### config.mk
export PLATFORM = sky130hd
export DESIGN_NAME = unsigned_multiplier_seq_flat
export DESIGN_NICKNAME = d
export VERILOG_FILES = /design/src/rtl/unsigned_multiplier_seq_if.sv /design/src/rtl/unsigned_multiplier_seq.sv /design/src/flat_wrapper.sv
export SDC_FILE = /design/constraint.sdc
export NUM_CORES = 1
export LEC_CHECK = 0
export CORE_MARGIN = 2
export CORE_UTILIZATION = 40
export CTS_BUF_LIST = sky130_fd_sc_hd__clkbuf_16
export CTS_CLUSTER_SIZE = 12
export DETAILED_ROUTE_END_ITERATION = 8
export PLACE_DENSITY = 0.7
export SKIP_CTS_REPAIR_TIMING = 1
export SLEW_MARGIN = 20
export SYNTH_ARGS = -nofsm -noshare
export SYNTH_HDL_FRONTEND = slang
export SYNTH_SLANG_ARGS = --single-unit
### constraint.sdc
create_clock -name clk -period 3.92 [get_ports clk]
set_input_delay 0.784 -clock clk [delete_from_list [all_inputs] [get_ports clk]]
set_output_delay 0.784 -clock clk [all_outputs]
set_load 0.03 [all_outputs]
### src/rtl/unsigned_multiplier_seq_if.sv
// Operand/result bundle for the sequential multiply-accumulate unit.
// The master drives the request and operands; the slave returns status and product.
interface unsigned_multiplier_seq_if #(
    parameter int WIDTH = 8
);
    logic                 start;
    logic [WIDTH-1:0]     multiplicand;
    logic [WIDTH-1:0]     multiplier;
    logic [WIDTH-1:0]     addend;
    logic                 busy;
    logic                 done;
    logic [2*WIDTH-1:0]   product;

    modport master (
        output start, multiplicand, multiplier, addend,
        input  busy, done, product
    );

    modport slave (
        input  start, multiplicand, multiplier, addend,
        output busy, done, product
    );
endinterface

### src/rtl/unsigned_multiplier_seq.sv
// Shift-add multiply-accumulate: product = multiplicand * multiplier + addend,
// one fixed-latency result (WIDTH+1 cycles) per accepted start.
module unsigned_multiplier_seq #(
    parameter int WIDTH = 8
) (
    input  logic                      clk,
    input  logic                      rst,
    unsigned_multiplier_seq_if.slave  bus,
    output logic [1:0]                dbg_state_o
);

    // Handshake: start is accepted on a rising edge only while busy=0 (IDLE or
    // DONE); busy is high for the WIDTH RUN cycles that follow, then done pulses
    // for exactly one cycle with product valid. product holds until the next
    // result is written; start while busy is dropped, never queued.

    localparam int CNT_W = (WIDTH > 1) ? $clog2(WIDTH) : 1;
    localparam logic [CNT_W-1:0] LAST_CNT = CNT_W'(WIDTH - 1);

    typedef enum logic [1:0] {
        ST_IDLE = 2'd0,
        ST_RUN  = 2'd1,
        ST_DONE = 2'd2
    } state_t;

    state_t               state_q, state_d;
    logic [WIDTH-1:0]     a_q, a_d;
    logic [WIDTH-1:0]     b_q, b_d;
    logic [2*WIDTH-1:0]   acc_q, acc_d;
    logic [CNT_W-1:0]     cnt_q, cnt_d;
    logic [2*WIDTH-1:0]   product_q, product_d;
    logic [2*WIDTH-1:0]   partial;

    // A is widened before shifting so the top partial product keeps every bit.
    assign partial = {{WIDTH{1'b0}}, a_q} << cnt_q;

    always_ff @(posedge clk or posedge rst) begin
        if (rst) begin
            state_q   <= ST_IDLE;
            a_q       <= '0;
            b_q       <= '0;
            acc_q     <= '0;
            cnt_q     <= '0;
            product_q <= '0;
        end else begin
            state_q   <= state_d;
            a_q       <= a_d;
            b_q       <= b_d;
            acc_q     <= acc_d;
            cnt_q     <= cnt_d;
            product_q <= product_d;
        end
    end

    always_comb begin
        state_d   = state_q;
        a_d       = a_q;
        b_d       = b_q;
        acc_d     = acc_q;
        cnt_d     = cnt_q;
        product_d = product_q;

        case (state_q)
            ST_IDLE, ST_DONE: begin
                state_d = ST_IDLE;
                if (bus.start) begin
                    a_d     = bus.multiplicand;
                    b_d     = bus.multiplier;
                    acc_d   = {{WIDTH{1'b0}}, bus.addend};
                    cnt_d   = '0;
                    state_d = ST_RUN;
                end
            end
            ST_RUN: begin
                if (b_q[0]) begin
                    acc_d = acc_q + partial;
                end
                b_d   = b_q >> 1;
                cnt_d = cnt_q + 1'b1;
                // Final iteration: publish the completed sum, never a partial one.
                if (cnt_q == LAST_CNT) begin
                    product_d = acc_d;
                    state_d   = ST_DONE;
                end
            end
            default: begin
                state_d = ST_IDLE;
            end
        endcase
    end

    assign bus.busy    = (state_q == ST_RUN);
    assign bus.done    = (state_q == ST_DONE);
    assign bus.product = product_q;
    assign dbg_state_o = state_q;

endmodule

### src/flat_wrapper.sv
// flat-port wrapper written by rule: the top's interface ports become plain ports
module unsigned_multiplier_seq_flat 
#(
    parameter int WIDTH = 8
)
  (clk, rst, dbg_state_o, bus_start, bus_multiplicand, bus_multiplier, bus_addend, bus_busy, bus_done, bus_product);
  unsigned_multiplier_seq_if #(.WIDTH(WIDTH)) bus_i ();
  input  logic clk;
  input  logic rst;
  output logic [1:0] dbg_state_o;
  input wire logic [$bits(bus_i.start)-1:0] bus_start;
  input wire logic [$bits(bus_i.multiplicand)-1:0] bus_multiplicand;
  input wire logic [$bits(bus_i.multiplier)-1:0] bus_multiplier;
  input wire logic [$bits(bus_i.addend)-1:0] bus_addend;
  output wire logic [$bits(bus_i.busy)-1:0] bus_busy;
  output wire logic [$bits(bus_i.done)-1:0] bus_done;
  output wire logic [$bits(bus_i.product)-1:0] bus_product;
  assign bus_i.start = bus_start;
  assign bus_i.multiplicand = bus_multiplicand;
  assign bus_i.multiplier = bus_multiplier;
  assign bus_i.addend = bus_addend;
  assign bus_busy = bus_i.busy;
  assign bus_done = bus_i.done;
  assign bus_product = bus_i.product;
  unsigned_multiplier_seq #(.WIDTH(WIDTH)) u_core (.clk(clk), .rst(rst), .bus(bus_i), .dbg_state_o(dbg_state_o));
endmodule
-- Word-level counts from Yosys, hierarchy flattened
Cells that the tools add are included.
W data, S select, Z words.
- reduce and logical (&&, ||, !) cells: 6
- shift-type cells: 1
- muxes and demuxes: 10
- add/sub/neg operators: 2
- eq/ne operators: 5
- operators by type and width (cell ; count):
    $mux W16 ; 2
    $pmux W16 S2 ; 1
    $add A16 B16 Y16 ; 1
    $pmux W8 S2 ; 1
    $shl A8 B3 Y16 ; 1
    $mux W8 ; 1
    $pmux W3 S2 ; 1
    $reduce_and A2 Y1 ; 3
    $pmux W2 S2 ; 1
    $add A3 B1 Y3 const B ; 1
    $eq A3 B3 Y1 const B ; 1
    $mux W3 ; 1
    $eq A2 B1 Y1 const B ; 1
    $eq A2 B2 Y1 const B ; 1
    $logic_not A2 Y1 ; 1
    $mux W2 ; 1
    $ne A2 B1 Y1 const B ; 1
    $ne A2 B2 Y1 const B ; 1
    $reduce_bool A2 Y1 ; 1
    $reduce_or A2 Y1 ; 1
    $mux W1 ; 1
- output and inout bits: 20
- flip-flop bits (word level): 53
- word-level logic and storage cells: 30
- bits of input ports: 27

-- Depth between registers and ports, before layout
Gate-level depths: netlist of run 1.
- word-level depth: 4
- depth in mapped cells: 14
- gate-level depth less buffers: 13

-- Worst setup path after synthesis of run 1
Ideal clock, no wire load.
- path kind: register to register
- start point: register u_core.cnt_q[0]
- end point: register u_core.product_q[14], in the netlist u_core.bus.product[14]
- library setup time: 119 ps
- arrival time: 2853 ps
- period minus slack after synthesis: 2972 ps
- data required time: 3801 ps
- setup slack: 948 ps
- cell stages (with the launch flop): 14
- buffers on the path: 2
- path through: dfrtp_1 > clkbuf_1 > mux2_2 > o21ai_0 > mux2i_1 > ha_1 > buf_2 > a21oi_2 > o21ai_0 > a221oi_1 > o41ai_2 > xnor2_1 > o211ai_2 > o21a_1
- longest elaborated chain between the ends: 3
- elaborated cells between the ends (all ways): 5
- classes of those cells: 1 x add/sub; 1 x eq/ne; 1 x shift; 1 x mux; 1 x reduce/logical
- RTL lines (item ; line ; RTL):
    start: declaration ; unsigned_multiplier_seq.sv:30 ; logic [CNT_W-1:0] cnt_q, cnt_d;
    start signal: assignment ; unsigned_multiplier_seq.sv:50 ; cnt_q <= cnt_d;
    $shl A8 B3 Y16 ; unsigned_multiplier_seq.sv:35 ; assign partial = {{WIDTH{1'b0}}, a_q} << cnt_q;
    $add A16 B16 Y16 ; unsigned_multiplier_seq.sv:76 ; acc_d = acc_q + partial;
    $mux W16 ; unsigned_multiplier_seq.sv:75 ; if (b_q[0]) begin
    end signal: assignment ; unsigned_multiplier_seq.sv:51 ; product_q <= product_d;
    end: declaration ; unsigned_multiplier_seq.sv:31 ; logic [2*WIDTH-1:0] product_q, product_d;
Parallel ways exist; a longest one is shown, timed or not.
A chain may end at the register's enable or synchronous reset.

-- Worst setup path after layout of run 1
Same ends and word-level chain as after synthesis.

==> summary.txt, run 1 <==
Floorplanning
  • Die Y: 93.8 microns
  • Core region area: 7770 sq um
  • Die Width: 93.8 microns
  • Num rows: 32
  • Starting utilization of the core area: 41.5%
  • DIE AREA: 8800 sq um
  • Total I/O pin count: 47

STA
  • Clock skew after layout: 0.00674 ns
  • Smallest hold slack: 0.481 ns
  • RSZ-0062 raised after global routing: false
  • Fin. Hold Viols: 0
  • Worst relative slew slack: 39.4%
  • Final critical path time including I/O delays and setup: 3.23 ns
  • Actual slew at the worst max-slew pin: 0.908 ns
  • Total negative slack for setup checks: 0 ns
  • Worst-case setup margin in the final layout: 0.694 ns
  • Peak clock frequency supported by timing: 0.310 GHz
  • Fin. max-slew vios: 0
  • Final setup violation count: 0
  • Portion of the clock cycle consumed by the worst path in the final layout: 82.3%

Critical path
  • Worst setup path category: reg -> reg
  • Largest stage delay on the critical path: 0.60 ns
  • Cell occurring most often along the worst timing path: o21ai_0
  • Critical path, cell by cell: mux2_2 -> o21ai_0 -> o22ai_1 -> ha_1 -> a21oi_1 -> o21ai_0 -> a221oi_1 -> o41ai_2 -> xnor2_1 -> o211ai_2 -> o21a_1
  • Slowest library cell on the worst path: dfrtp_1
  • Start of the worst register-to-register path: u_core.cnt_q[0]
  • Reg2Reg Depth: 11
  • Startpoint of the worst setup timing path: u_core.cnt_q[0]
  • Worst setup EP type: flip-flop
  • Largest driver fanout on the critical path: 12
  • Register-to-register setup slack: 0.69 ns
  • Critical path data required time: 4.11 ns
  • WP data arrival: 3.41 ns
  • Launching element type of the critical path: flip-flop

Power
  • VDD IR max: 0.361 mV
  • Leakage: 1.80 nW
  • Total power: 4.14 mW
  • Internal power: 2.16 mW
  • Power density cells: 1050 nW/um^2
  • Switching component of the power: 1.99 mW
  • Proportion of power drawn by combinational gates: 62.1%
  • Seq pwr share: 25.4%
  • Sw frac: 47.9%
  • Fraction of power consumed by the clock network: 12.5%

Placed design
  • Number of cells after detailed placement: 498
  • RD Place Congestion: 0.952
  • Number of port buffers: 46
  • Post-DP HPWL: 5.82 mm
  • Place WS: 0.746 ns

Cells and area
  • Number of diodes: 0
  • Final net count: 448
  • Area grow syn2layout: 22.3%
  • Count of placed standard cells in the final layout, fillers left out: 506
  • Layout cell share with drive strength beyond 1: 6.68%
  • Number of fillers in the final layout: 758

Synth
  • Syn Area/Cell: 8.81 sq um
  • Summed instance area of the synthesized netlist: 3230 sq um
  • Number of flip-flops and latches in the synthesized netlist: 53
  • EDFF count, synth: 0
  • Synth top area share: 41.1%
  • Cell taking the most area after synthesis: dfrtp_1
  • Dominant cells by area after synthesis: dfrtp_1 (41%), nand2_1 (7.2%), ha_1 (6.6%)
  • Number of warnings issued by yosys: 0
  • Gate count of the mapped netlist: 366
  • Dominant cell by count in the synthesized netlist: nand2_1
  • Primary FF master, synth: dfrtp_1
  • Number of library cell types mapped by synthesis: 44
  • Most numerous cell types in the synthesized netlist: nand2_1 (62), dfrtp_1 (53), nor2_1 (32)
  • Post-Synthesis Net Count: 411
  • Register area share after synthesis: 41.1%
  • FFs w/ async S/R, synth: 100%

CTS
  • Clock Sinks: 53
  • Clock latency on the worst-skew pair: 0.29 ns
  • Reg clk slew, reported paths: 0.07 ns
  • Clk Tree Root Cell: clkbuf_16
  • Total clock buffers created by CTS: 5
  • CTS tree: done
  • Number of levels in the clock H-tree: 2
  • Maximum buffer depth of the clock tree: 2

Global route
  • Gr usage total: 18.7%
  • Total grt overflow: 0
  • Number of antenna violations at the first check in global routing: 0
  • Via count of the first global-routing pass: 2,697
  • Wire length of the first global-routing pass: 13.2 mm
  • Largest net degree at the start of global routing: 54

Route
  • Final routed wire length divided by cell count: 15.5 microns
  • Final wirelength: 7.85 mm
  • Initial DRC count: 151
  • Number of routed nets with antenna violations: 0
  • Pre-antenna DRT Iters: 5
  • Via density per instance: 5.47
  • Count of vias placed by the detailed router: 2,769
  • # DRC: 0

Min path
  • Type of the most critical hold path: reg -> reg
  • Number of cells on the worst hold path: 2
  • Startpoint of the most critical hold path: u_core.bus.product[0]

Job
  • Max-cap viol count: 0

Status
  • Result of the run: completed
==> final timing paths <==
kind                                     endpoint
setup reg to reg           u_core.bus.product[14]
hold reg to reg             u_core.bus.product[0]
min in group asynchronous  u_core.bus.product[15]
max in group asynchronous   u_core.bus.product[9]
hold / removal              u_core.bus.product[0]
setup / recovery           u_core.bus.product[14]
==> layout by cell type (no fill, tap or decap), drive strengths merged, types with 3 or more instances in the layout <==
cell,netlist,final
xor2,4,4
buf,4,5
mux2i,12,12
and3,5,5
a21o,12,12
dfrtp,53,53
nor3,4,4
nor2b,4,4
o21ai,37,37
ha,17,17
nand4,4,4
a211oi,3,3
nor2,32,32
nand2,62,62
nand2b,4,4
a22oi,5,5
nand3,8,8
o22ai,11,11
mux2,6,6
o211ai,4,4
clkdlybuf4s50,0,46
o31ai,3,3
clkbuf,17,5
inv,8,8
o21a,5,5
a21oi,17,17
xnor2,8,8
==> flip-flops by register name (all words and copies together), names as in the netlist <==
register and cells:
u_core.acc_q 16, u_core.cnt_q 3, u_core.b_q 8, u_core.dbg_state_o 2
u_core.bus.product 16, u_core.a_q 8
==> worst max-delay path, delay by kind of cell, from the launching register on <==
family | cells | cell delay, ns
DFF | 1 | 0.60
xor gates and xnor gates | 1 | 0.24
muxes | 1 | 0.39
AOI/OAI and AO/OA | 8 | 1.51
adders and majority gates | 1 | 0.38
==> final cells by class <==
| cell class | instances | area [sq um] | share of cell area, % |
|---|---|---|---|
| multi-input combinational | 284 | 1790 | 45.3 |
| sequential | 53 | 1330 | 33.6 |
| timing repair buffer | 51 | 498 | 12.6 |
| tap | 102 | 128 | 3.24 |
| clock buffer | 5 | 125 | 3.17 |
| clock inverter | 3 | 50.0 | 1.27 |
| inverter | 8 | 31.3 | 0.793 |
==> logic make-up (layout without fill, tap and decap cells) <==
logic type | count (synthesis) | in the layout | synth area share [%]
and+or+nand+nor | 127 | 127 | 17.1
adders and majority gates | 18 | 18 | 7.21
AOI/OAI and AO/OA | 109 | 109 | 22.0
muxes | 18 | 18 | 5.82
buffers and inverters | 29 | 67 | 3.49
xor gates and xnor gates | 12 | 12 | 3.26
DFF | 53 | 53 | 41.1
==> routing by layer <==
| metal | track usage, % | vias up | part of all wire (%) |
|---|---|---|---|
| li1 | - | 1376 | - |
| met3 | 3.29 | 12 | 5.9 |
| met4 | 4.95 | 0 | 1.8 |
| met1 | 25.2 | 1303 | 46 |
| met5 | 0 | - | 0 |
| met2 | 31.0 | 78 | 47 |
==> through the flow <==
step                      area [sq um]  util [%]
after floorplan                   3230         -
after detailed placement          3770      48.5
after global routing              3950      50.8
after CTS                         3940      50.8
final                             3950      50.8
after global placement            3770      48.5
==> power by group through the flow <==
stage                     registers [mW]  clock network (mW)  logic (mW)
after global placement              1.05                   0        2.49
after floorplan                     1.12                   0        1.80
after detailed placement            1.07                   0        2.55
after CTS                           1.05               0.527        2.56
after global routing                1.10               0.546        2.83
final                               1.05               0.518        2.57
Note: power is estimated with default switching activity, not from simulation.
==> run 2, diff against run 1 <==
- clock period: 3.92 -> 3.4 ns (I/O delays scaled with it)
==> summary.txt, run 2 (same netlist as run 1, synthesis figures left out) <==
Route
  • # DRC: 0 (unchanged)
  • Pre-antenna DRT Iters: 4 (was 5)
  • Count of vias placed by the detailed router: 2,750 (was 2,769)
  • Number of routed nets with antenna violations: 0 (unchanged)
  • Final routed wire length divided by cell count: 15.2 microns (was 15.5 microns)
  • Final wirelength: 7.72 mm (was 7.85 mm)
  • Initial DRC count: 193 (was 151)
  • Via density per instance: 5.42 (was 5.47)

Global route
  • Total grt overflow: 0 (unchanged)
  • Gr usage total: 18.7% (about the same)
  • Largest net degree at the start of global routing: 54 (unchanged)
  • Global route hottest layer: met2 (unchanged)
  • Met2 capacity usage during global routing: 31.7% (was 31.0%)
  • Via count of the first global-routing pass: 2,653 (was 2,697)
  • Number of antenna violations at the first check in global routing: 0 (unchanged)
  • Global routing met3 resource utilization: 3.05% (was 3.29%)
  • Met1 global-route usage: 25.7% (was 25.2%)
  • Wire length of the first global-routing pass: 13.2 mm (about the same)

Cells and area
  • Most common cell after layout, fill and taps aside: nand2_1 (unchanged)
  • Final net count: 449 (was 448)
  • Area grow syn2layout: 23.1% (was 22.3%)
  • Layout cell share with drive strength beyond 1: 7.16% (was 6.68%)
  • Commonest cells after routing, fill and taps aside: nand2_1 (62), dfrtp_1 (52), clkdlybuf4s50_1 (46) (was nand2_1 (62), dfrtp_1 (53), clkdlybuf4s50_1 (46))
  • Number of diodes: 0 (unchanged)

STA
  • Final setup violation count: 0 (unchanged)
  • RSZ-0062 raised after global routing: false (unchanged)
  • Peak clock frequency supported by timing: 0.324 GHz (was 0.310 GHz)
  • Worst-case setup margin in the final layout: 0.315 ns (was 0.694 ns)
  • Fin. Hold Viols: 0 (unchanged)
  • Worst relative slew slack: 40.3% (was 39.4%)
  • Fin. max-slew vios: 0 (unchanged)
  • Clock skew after layout: 0.00552 ns (was 0.00674 ns)
  • Total negative slack for setup checks: 0 ns (unchanged)
  • Portion of the clock cycle consumed by the worst path in the final layout: 90.7% (was 82.3%)
  • Final critical path time including I/O delays and setup: 3.08 ns (was 3.23 ns)
  • Actual slew at the worst max-slew pin: 0.894 ns (was 0.908 ns)

CTS
  • Reg clk slew, reported paths: 0.07 ns (about the same)
  • CTS tree: done (unchanged)
  • Total clock buffers created by CTS: 5 (unchanged)
  • Clock latency on the worst-skew pair: 0.29 ns (about the same)
  • Maximum buffer depth of the clock tree: 2 (unchanged)
  • Clk Tree Root Cell: clkbuf_16 (unchanged)
  • Number of levels in the clock H-tree: 2 (unchanged)
  • Clock Sinks: 53 (unchanged)

Placed design
  • Post-DP HPWL: 5.62 mm (was 5.82 mm)
  • Place WS: 0.221 ns (was 0.746 ns)
  • Number of port buffers: 46 (unchanged)
  • RD Place Congestion: 0.918 (was 0.952)

Status
  • Result of the run: completed (unchanged)

Critical path
  • WP data arrival: 3.27 ns (was 3.41 ns)
  • Critical path data required time: 3.58 ns (was 4.11 ns)
  • Launching element type of the critical path: flip-flop (unchanged)
  • Worst setup path category: reg -> reg (unchanged)
  • Worst setup EP type: flip-flop (unchanged)
  • Largest driver fanout on the critical path: 12 (unchanged)

Floorplanning
  • Num rows: 32 (unchanged)
  • Die Y: 93.8 microns (unchanged)
  • Core region area: 7770 sq um (unchanged)
  • DIE AREA: 8800 sq um (unchanged)
  • Total I/O pin count: 47 (unchanged)
  • Die Width: 93.8 microns (unchanged)
  • Starting utilization of the core area: 41.5% (unchanged)

Power
  • Total power: 4.83 mW (was 4.14 mW)
  • Sw frac: 47.0% (was 47.9%)
  • VDD IR max: 0.403 mV (was 0.361 mV)
  • Proportion of power drawn by combinational gates: 61.3% (was 62.1%)
  • Fraction of power consumed by the clock network: 13.7% (was 12.5%)
  • Seq pwr share: 25.0% (was 25.4%)
  • Internal power: 2.56 mW (was 2.16 mW)
  • Power density cells: 1220 nW/um^2 (was 1050 nW/um^2)
  • Leakage: 1.81 nW (was 1.80 nW)
  • Switching component of the power: 2.27 mW (was 1.99 mW)

Job
  • Max-cap viol count: 0 (unchanged)

Min path
  • Type of the most critical hold path: reg -> reg (unchanged)
==> run 2: cell types whose count changed in the layout (fill, tap and decap cells not counted), sizes merged <==
cell / delta
inv: +1
buf: +1
bufinv: +1
clkinv: -2
==> run 2: power groups by stage <==
stage / Sequential (mW) / Clock [mW] / Combinational, mW
after floorplan: 1.29 / 0 / 2.08
after global placement: 1.21 / 0 / 2.86
after detailed placement: 1.22 / 0 / 2.92
after CTS: 1.21 / 0.673 / 2.94
after global routing: 1.25 / 0.693 / 3.28
final: 1.21 / 0.660 / 2.96
==> run 2: critical path, stage by stage, from the launching register on <==
cell      delay [ns]
dfrtp_2         0.50
mux2_2          0.37
o21ai_0         0.21
o22ai_1         0.14
ha_1            0.38
a21oi_1         0.24
o21ai_0         0.13
a221oi_1        0.37
o41ai_2         0.16
xnor2_1         0.25
o211ai_2        0.10
o21a_1          0.13
==> run 2: through the flow <==
stage	utilization (%)	area [sq um]	instances	hold WS [ns]
after floorplan	-	3230	366	0.458
after global placement	48.6	3780	499	0.463
after detailed placement	48.6	3780	499	0.471
after CTS	51.1	3970	507	0.486
after global routing	51.1	3970	507	0.504
final	51.1	3970	507	0.477
==> run 2: final timing paths <==
kind	endpoint	from	depth (start not counted)	slack [ns]
max in group asynchronous	u_core.cnt_q[0]	rst	3	2.02
min in group asynchronous	u_core.bus.product[15]	rst	3	0.89
hold reg to reg	u_core.bus.product[8]	u_core.bus.product[8]	2	0.48
hold / removal	u_core.bus.product[8]	u_core.bus.product[8]	2	0.48
setup reg to reg	u_core.bus.product[14]	u_core.cnt_q[0]	11	0.32
setup / recovery	u_core.bus.product[14]	u_core.cnt_q[0]	11	0.32
==> run 2: cell type report <==
class,instances,area [sq um]
fillers,745,3800
clock inverters,3,68.8
multi-input cells,284,1790
clock buffers,5,125
well taps,102,128
flip-flops and latches,53,1330
inverters,8,30.0
repair buffers,52,505
==> run 2: layer usage <==
metal | wire, microns | share of wire [%]
met5 | 0 | 0
met4 | 62 | 0.80
met3 | 444 | 5.8
met2 | 3590 | 46
met1 | 3620 | 47
==> run 3, diff against run 2 <==
- CORE_UTILIZATION: 40 -> 45
- PLACE_DENSITY: 0.7 -> 0.76
==> summary.txt, run 3 (same netlist as run 1, synthesis figures left out) <==
Critical path
  • Register-to-register setup slack: 0.25 ns (was 0.32 ns)
  • Worst setup EP type: flip-flop (unchanged)
  • Largest driver fanout on the critical path: 12 (unchanged)
  • WP data arrival: 3.33 ns (was 3.27 ns)
  • Launching element type of the critical path: flip-flop (unchanged)
  • Reg2Reg Depth: 11 (unchanged)
  • Worst setup path category: reg -> reg (unchanged)
  • Critical path data required time: 3.58 ns (about the same)

Power
  • Sw frac: 48.5% (was 47.0%)
  • VDD IR max: 0.490 mV (was 0.403 mV)
  • Total power: 4.67 mW (was 4.83 mW)
  • Power density cells: 1190 nW/um^2 (was 1220 nW/um^2)
  • Proportion of power drawn by combinational gates: 63.4% (was 61.3%)
  • Internal power: 2.41 mW (was 2.56 mW)
  • Switching component of the power: 2.27 mW (about the same)
  • Leakage: 1.79 nW (was 1.81 nW)
  • Fraction of power consumed by the clock network: 10.7% (was 13.7%)
  • Seq pwr share: 25.9% (was 25.0%)

Global route
  • Total grt overflow: 0 (unchanged)
  • Number of antenna violations at the first check in global routing: 0 (unchanged)
  • Gr usage total: 21.2% (was 18.7%)
  • Wire length of the first global-routing pass: 13.1 mm (was 13.2 mm)
  • Largest net degree at the start of global routing: 30 (was 54)
  • Via count of the first global-routing pass: 2,657 (was 2,653)

Cells and area
  • Number of fillers in the final layout: 636 (was 745)
  • Area grow syn2layout: 21.7% (was 23.1%)
  • Most common cell after layout, fill and taps aside: nand2_1 (unchanged)
  • Number of diodes: 0 (unchanged)
  • Final net count: 451 (was 449)
  • Commonest cells after routing, fill and taps aside: nand2_1 (62), dfrtp_1 (52), clkdlybuf4s50_1 (46) (unchanged)
  • Final Util: 57.2% (was 51.1%)
  • Layout cell share with drive strength beyond 1: 7.39% (was 7.16%)

STA
  • Fin. Hold Viols: 0 (unchanged)
  • Fin. max-slew vios: 0 (unchanged)
  • Total negative slack for setup checks: 0 ns (unchanged)
  • RSZ-0062 raised after global routing: false (unchanged)
  • Clock skew after layout: 0.00884 ns (was 0.00552 ns)
  • Actual slew at the worst max-slew pin: 0.730 ns (was 0.894 ns)
  • Final critical path time including I/O delays and setup: 3.15 ns (was 3.08 ns)
  • Worst relative slew slack: 51.3% (was 40.3%)
  • Peak clock frequency supported by timing: 0.317 GHz (was 0.324 GHz)
  • Worst-case setup margin in the final layout: 0.247 ns (was 0.315 ns)
  • Portion of the clock cycle consumed by the worst path in the final layout: 92.7% (was 90.7%)
  • Final setup violation count: 0 (unchanged)

Floorplanning
  • Total I/O pin count: 47 (unchanged)
  • Die Width: 88.7 microns (was 93.8 microns)
  • Num rows: 30 (was 32)
  • Starting utilization of the core area: 47.0% (was 41.5%)
  • Core region area: 6870 sq um (was 7770 sq um)
  • Die Y: 88.7 microns (was 93.8 microns)
  • DIE AREA: 7860 sq um (was 8800 sq um)

Route
  • Number of routed nets with antenna violations: 0 (unchanged)
  • Count of vias placed by the detailed router: 2,801 (was 2,750)
  • Initial DRC count: 150 (was 193)
  • # DRC: 0 (unchanged)
  • Pre-antenna DRT Iters: 5 (was 4)
  • Final routed wire length divided by cell count: 15.5 microns (was 15.2 microns)
  • Final wirelength: 7.76 mm (was 7.72 mm)
  • Via density per instance: 5.58 (was 5.42)

Status
  • Result of the run: completed (unchanged)

Min path
  • Type of the most critical hold path: reg -> reg (unchanged)
  • Number of cells on the worst hold path: 2 (unchanged)

CTS
  • Number of levels in the clock H-tree: 2 (unchanged)
  • CTS tree: done (unchanged)
  • Clock Sinks: 53 (unchanged)
  • Maximum buffer depth of the clock tree: 2 (unchanged)
  • Clk Tree Root Cell: clkbuf_16 (unchanged)
  • Reg clk slew, reported paths: 0.07 ns (about the same)
  • Total clock buffers created by CTS: 5 (unchanged)
  • Clock latency on the worst-skew pair: 0.29 ns (about the same)

Placed design
  • Place WS: 0.249 ns (was 0.221 ns)
  • Number of port buffers: 46 (unchanged)
  • Post-DP HPWL: 5.77 mm (was 5.62 mm)
  • RD Place Congestion: 0.912 (was 0.918)

Job
  • Max-cap viol count: 0 (unchanged)
-- run 3: cell count changes in the layout (fill, tap and decap cells not counted), sizes merged --
cell | before | now
buf | 6 | 8
bufinv | 2 | 0
clkinv | 0 | 1
clkinvlp | 0 | 1
inv | 9 | 8
-- run 3: power by group through the flow --
stage	sequential [mW]	combinational [mW]	clock, mW
after global routing	1.26	3.30	0.526
after CTS	1.21	2.95	0.510
after detailed placement	1.22	2.93	0
after global placement	1.21	2.90	0
after floorplan	1.29	2.08	0
final	1.21	2.96	0.501
-- run 3: final timing paths --
| check | start | end |
|---|---|---|
| max in group asynchronous | rst | u_core.cnt_q[0] |
| setup / recovery | u_core.cnt_q[0] | u_core.bus.product[14] |
| hold reg to reg | u_core.bus.product[1] | u_core.bus.product[1] |
| hold / removal | u_core.bus.product[1] | u_core.bus.product[1] |
| setup reg to reg | u_core.cnt_q[0] | u_core.bus.product[14] |
| min in group asynchronous | rst | u_core.acc_q[0] |
-- run 3: area by class of cell --
cell class | count | area, sq um | share of cell area, %
Clock buffer | 5 | 125 | 3.19
Clock inverter | 2 | 16.3 | 0.414
Multi-Input combinational cell | 284 | 1790 | 45.5
Inverter | 8 | 30.0 | 0.765
Timing Repair Buffer | 54 | 520 | 13.3
Tap cell | 96 | 120 | 3.06
Sequential cell | 53 | 1330 | 33.8
-- run 3: per-layer routing --
metal | up-vias | share of wire, % | track usage (%)
met5 | - | 0 | 0
met4 | 0 | 0.80 | 4.13
met3 | 6 | 4.9 | 3.54
met2 | 72 | 47 | 35.1
met1 | 1339 | 47 | 29.5
li1 | 1384 | - | -
-- run 3: per-stage QoR --
stage,std cells,hold WS (ns),cell area (sq um)
floorplan,366,0.458,3230
global placement,495,0.460,3780
detailed placement,495,0.470,3780
CTS,502,0.486,3930
global route,502,0.505,3930
finish,502,0.479,3930
-- run 3: worst max-delay path, cell delays in order, from the launching register on --
cell and delay, ns:
dfrtp_2 0.50, mux2_2 0.38, o21ai_0 0.27, o22ai_1 0.16
ha_1 0.38, a21oi_1 0.24, o21ai_0 0.14, a221oi_1 0.34
o41ai_2 0.15, xnor2_1 0.25, o211ai_2 0.10, o21a_1 0.13
